### src/rtl/ifetch_unit.sv
// Single-outstanding instruction fetch stage: FETCH issues a read and HOLD presents the word downstream.
// A redirect that arrives while a read is in flight marks that response for discard.
module ifetch_unit #(
    parameter logic [31:0] RESET_PC = 32'h0000_3000
) (
    input  logic        clk,
    input  logic        rst,
    output logic        imem_req,
    output logic [31:0] imem_addr,
    input  logic        imem_ready,
    input  logic [31:0] imem_rdata,
    input  logic        redirect,
    input  logic [31:0] redirect_pc,
    output logic        inst_valid,
    input  logic        inst_ready,
    output logic [31:0] inst,
    output logic [31:0] pc,
    output logic [15:0] imm16,
    output logic        ext_sign
);
    typedef enum logic {FETCH, HOLD} state_t;

    state_t      state, state_n;
    logic [31:0] fetch_pc, fetch_pc_n;
    logic [31:0] pend_addr, pend_addr_n;
    logic [31:0] inst_n, pc_n;
    logic        discard, discard_n;
    logic [31:0] target;
    logic [1:0]  redirect_unused;

    assign target          = {redirect_pc[31:2], 2'b00};
    assign redirect_unused = redirect_pc[1:0];

    always_ff @(posedge clk or posedge rst) begin
        if (rst) begin
            state     <= FETCH;
            fetch_pc  <= RESET_PC;
            pend_addr <= RESET_PC;
            discard   <= 1'b0;
            inst      <= '0;
            pc        <= '0;
        end else begin
            state     <= state_n;
            fetch_pc  <= fetch_pc_n;
            pend_addr <= pend_addr_n;
            discard   <= discard_n;
            inst      <= inst_n;
            pc        <= pc_n;
        end
    end

    always_comb begin
        state_n     = state;
        fetch_pc_n  = fetch_pc;
        pend_addr_n = pend_addr;
        discard_n   = discard;
        inst_n      = inst;
        pc_n        = pc;
        case (state)
            FETCH: begin
                if (imem_ready) begin
                    if (discard || redirect) begin
                        // stale or superseded response: drop it and keep fetching
                        discard_n = 1'b0;
                        if (redirect)
                            fetch_pc_n = target;
                    end else begin
                        inst_n     = imem_rdata;
                        pc_n       = fetch_pc;
                        fetch_pc_n = fetch_pc + 32'd4;
                        state_n    = HOLD;
                    end
                end else if (redirect) begin
                    // the bus still owns the old address until its response returns
                    fetch_pc_n = target;
                    if (!discard)
                        pend_addr_n = fetch_pc;
                    discard_n = 1'b1;
                end
            end
            HOLD: begin
                if (redirect) begin
                    fetch_pc_n = target;
                    state_n    = FETCH;
                end else if (inst_ready) begin
                    state_n = FETCH;
                end
            end
            default: state_n = FETCH;
        endcase
    end

    assign imem_req   = (state == FETCH) && !rst;
    assign imem_addr  = discard ? pend_addr : fetch_pc;
    assign inst_valid = (state == HOLD);
    assign imm16      = inst[15:0];
    assign ext_sign   = !(inst[31:26] inside {6'h0C, 6'h0D, 6'h0E, 6'h0F});
endmodule
### config.mk
export PLATFORM = sky130hd
export DESIGN_NAME = ifetch_unit
export DESIGN_NICKNAME = d
export VERILOG_FILES = /design/src/rtl/ifetch_unit.sv
export SDC_FILE = /design/constraint.sdc
export NUM_CORES = 1
export LEC_CHECK = 0
export ABC_AREA = 1
export ABC_CLOCK_PERIOD_IN_PS = 4710
export CAP_MARGIN = 20
export CORE_MARGIN = 3
export CORE_UTILIZATION = 35
export CTS_CLUSTER_DIAMETER = 120
export DETAILED_ROUTE_END_ITERATION = 8
export GPL_TIMING_DRIVEN = 0
export PLACE_DENSITY = 0.72
export SYNTH_ARGS = -nofsm -noshare
export SYNTH_HDL_FRONTEND = slang
export SYNTH_SLANG_ARGS = --single-unit
### constraint.sdc
create_clock -name clk -period 4.71 [get_ports clk]
set_input_delay 0.942 -clock clk [delete_from_list [all_inputs] [get_ports clk]]
set_output_delay 0.942 -clock clk [all_outputs]
set_load 0.03 [all_outputs]
==> results_dict.tcl <==
set metrics [dict create \
    floorplan.die.height_um 141 \
    clock.fmax_ghz 0.312 \
    yosysSeqAreaShare_pct 51.5 \
    clock_tree.htree_level_count 4 \
    cp_startpoint_kind "register" \
    wire_length_per_cell_after_detailed_routing_um 16.3 \
    fillCellCount 1613 \
    grt_usage_pct 20.1 \
    drt_first_iter_violations 442 \
    final_layout_size_suffix_gt1_share_pct 12.2 \
    finalSetupViolCount 0 \
    firstDrtPassIters 5 \
    final.min_clock_period_ns 3.21 \
    post-route-worst-setup-slack_ns 1.50 \
    finish.net_count 1038 \
    crit-reg2reg-capture "fetch_pc[20]$_DFF_PP0_" \
    clkSinkCount 130 \
    io_buffer_count 180 \
    post-synth-top-area-fraction_pct 49.8 \
    setup.reg_to_reg.worst_slack_ns 3.09 \
    post-route-period-util_pct 68.1 \
    worst-endpoint-required_ns 3.77 \
    synthToLayoutAreaGrowth_pct 43.7 \
    final-max-slew-violation-count 0 \
    synth_top_area_cell "sky130_fd_sc_hd__dfrtp_1" \
    clk_root_buffer_cell "sky130_fd_sc_hd__clkbuf_16" \
    synthesis.yosys.warnings 0 \
    grt_pass1_wl_um 31200 \
    clock_insertion_delay_at_the_later_pin_of_the_skew_report_ns 0.42 \
    design.portCount 184 \
    worst_clock_skew_ns 0.00709 \
    synthesis.nets 838 \
    slew_headroom_pct 51.3 \
    hold_path_startpoint "pc[17]$_DFFE_PP0P_" \
    ctsLongestPathBuffers 2 \
    synth_async_sr_flop_share_pct 100 \
    starting_density_pct 36.2 \
    finish.utilization_pct 52.1 \
    number_of_global_route_vias_before_repair 5753 \
    design.die.area_um2 19700 \
    yosys_register_bits 130 \
    p_leak_nw 4.10 \
    post_synth_num_cell_types 31 \
    vias_per_cell 4.88 \
    cts_tree "yes" \
    drc 0 \
    grt_setup_unrepaired "false" \
    post_cts_resized 0 \
    post_synth_most_frequent_cells "sky130_fd_sc_hd__nand2_1 (284), sky130_fd_sc_hd__dfrtp_1 (126), sky130_fd_sc_hd__o21ai_0 (67), sky130_fd_sc_hd__nor2_1 (53), sky130_fd_sc_hd__nand3_1 (48)" \
    grt_antenna_before_repair 0 \
    cts_buffers 17 \
    worstSetupStartpoint "discard$_DFFE_PP0P_" \
    max_cap_violations 0 \
    ant_nets 0 \
    design.core.area_um2 17500 \
    critical_path_class "reg2out" \
    fp.dieW_um 141 \
    wl_um 19600 \
    synth_edf_count 0 \
    multiInputGateArea_um2 2600 \
    timing.hold.worst.class "reg2reg" \
    synth_area_leaders "sky130_fd_sc_hd__dfrtp_1 (50%), sky130_fd_sc_hd__nand2_1 (17%), sky130_fd_sc_hd__mux2_2 (5.3%)" \
    hold_viol 0 \
    timing.setup.tns_ns 0 \
    setup.worst_path.end_class "primary output" \
    n_antenna_cell 0 \
    post_synth_inst_count 768 \
    synthesis.area_um2 6330 \
    worst_hold_path_ep "pc[17]$_DFFE_PP0P_" \
    gr_ovfl_total 0 \
    total_power_mw 4.86 \
    cts-hold-fix-buffers 0 \
    post-dp-hpwl_um 14800 \
    yosys.cell_count.top_type "sky130_fd_sc_hd__nand2_1" \
    min_delay_path_depth 2 \
    timing_worst_slew_pin_value_ns 0.731 \
    path_max_fanout 10 \
    seq_area_um2 3260 \
    syn_avg_cell_area_um2 8.25 \
    cellPowerDensity_nw_per_um2 534 \
    grt_max_degree 95 \
    post-place-ws_ns 1.54 \
    outcome "complete, no violations" \
    timing.rr.start "fetch_pc[3]$_DFF_PP0_" \
    placementRows 48 \
    vdd_ir_drop_max_uv 318 \
    clock_transition_at_the_registers_of_the_reported_paths_ns 0.06 \
    rd_place_congestion 0.930 \
    cts_post_setup_buffers_inserted 0 \
    ys.flop_type "sky130_fd_sc_hd__dfrtp_1" \
    arrival_ns 2.26 \
    vias 5880 \
    r2r_cells 9 \
]
==> cell type report <==
cell class / instances / area share (%)
flip-flops and latches: 130 / 35.8
multi-input cells: 541 / 28.5
inverters: 44 / 1.87
clock buffers: 23 / 5.25
clock inverters: 9 / 1.94
well taps: 225 / 3.09
repair buffers: 181 / 20.1
plain buffers: 53 / 3.41
==> metrics by stage <==
step,hold slack (ns),cells,cell area [um^2]
2_1_floorplan,0.450,768,6330
3_3_place_gp,0.461,1173,8420
3_5_place_dp,0.465,1174,8450
4_1_cts,0.480,1206,9100
5_1_grt,0.497,1206,9100
6_report,0.478,1206,9100
==> kinds of logic after synthesis <==
logic type / after synthesis / share of synthesized area [%]
AND/OR/NAND/NOR: 401 / 25.7
XOR/XNOR: 2 / 0.277
adder cells (fa/ha/maj): 1 / 0.198
AO/OA/AOI/OAI: 105 / 9.19
multiplexers: 32 / 5.69
flip-flops: 130 / 51.5
buffers and inverters: 97 / 7.51
==> cell usage in the layout, fill, tap and decap left out, types with 2 or more instances in the layout <==
master                            instances
sky130_fd_sc_hd__mux2_2                  30
sky130_fd_sc_hd__clkbuf_16               17
sky130_fd_sc_hd__o21ai_1                  7
sky130_fd_sc_hd__and2_1                   2
sky130_fd_sc_hd__inv_2                    4
sky130_fd_sc_hd__dfrtp_1                126
sky130_fd_sc_hd__a21oi_1                  8
sky130_fd_sc_hd__inv_1                   39
sky130_fd_sc_hd__xor2_1                   2
sky130_fd_sc_hd__clkdlybuf4s50_1        180
sky130_fd_sc_hd__clkinv_2                 2
sky130_fd_sc_hd__bufinv_16                5
sky130_fd_sc_hd__clkbuf_8                 3
sky130_fd_sc_hd__clkbuf_1                15
sky130_fd_sc_hd__buf_2                   16
sky130_fd_sc_hd__nand3_1                 48
sky130_fd_sc_hd__buf_4                   24
sky130_fd_sc_hd__nor2_4                   2
sky130_fd_sc_hd__o211ai_1                16
sky130_fd_sc_hd__dfstp_2                  4
sky130_fd_sc_hd__a211oi_1                 2
sky130_fd_sc_hd__nand2_1                284
sky130_fd_sc_hd__nor2_1                  53
sky130_fd_sc_hd__nor2_2                   5
sky130_fd_sc_hd__mux2_1                   2
sky130_fd_sc_hd__nand4_1                  4
sky130_fd_sc_hd__o21bai_1                 2
sky130_fd_sc_hd__o21ai_0                 67
==> per-layer routing <==
metal	up-vias	track usage, %	wire [um]
li1	2873	-	-
met3	23	5.05	1290
met5	-	0	0
met2	209	30.5	8700
met4	0	4.95	294
met1	2775	29.0	9370
==> registers in the layout, indices dropped and copies added (netlist names) <==
register,cells
inst_valid,1
pend_addr,32
discard,1
fetch_pc,32
inst,32
pc,32
==> power breakdown <==
group          switching, mW  internal (mW)  total (mW)
registers              0.196           1.42        1.61
clock network          0.485          0.981        1.47
logic                   1.03          0.750        1.78
==> worst max-delay path by stage <==
stage	endpoint	slack [ns]
2_1_floorplan	discard$_DFFE_PP0P_	0.31
3_3_place_gp	inst[18]$_DFFE_PP0P_	-1.79
6_report	imem_addr[8]	1.50
3_5_place_dp	imem_req	1.54
5_1_grt	imem_addr[26]	1.39
4_1_cts	imem_addr[8]	1.51
==> critical path, stage by stage, from the launching register on <==
cell and delay, ns:
sky130_fd_sc_hd__dfrtp_1 0.38, sky130_fd_sc_hd__buf_2 0.18, sky130_fd_sc_hd__buf_2 0.20, sky130_fd_sc_hd__o21ai_0 0.34, sky130_fd_sc_hd__clkdlybuf4s50_1 0.74
Power figures use the tool's default switching activity.
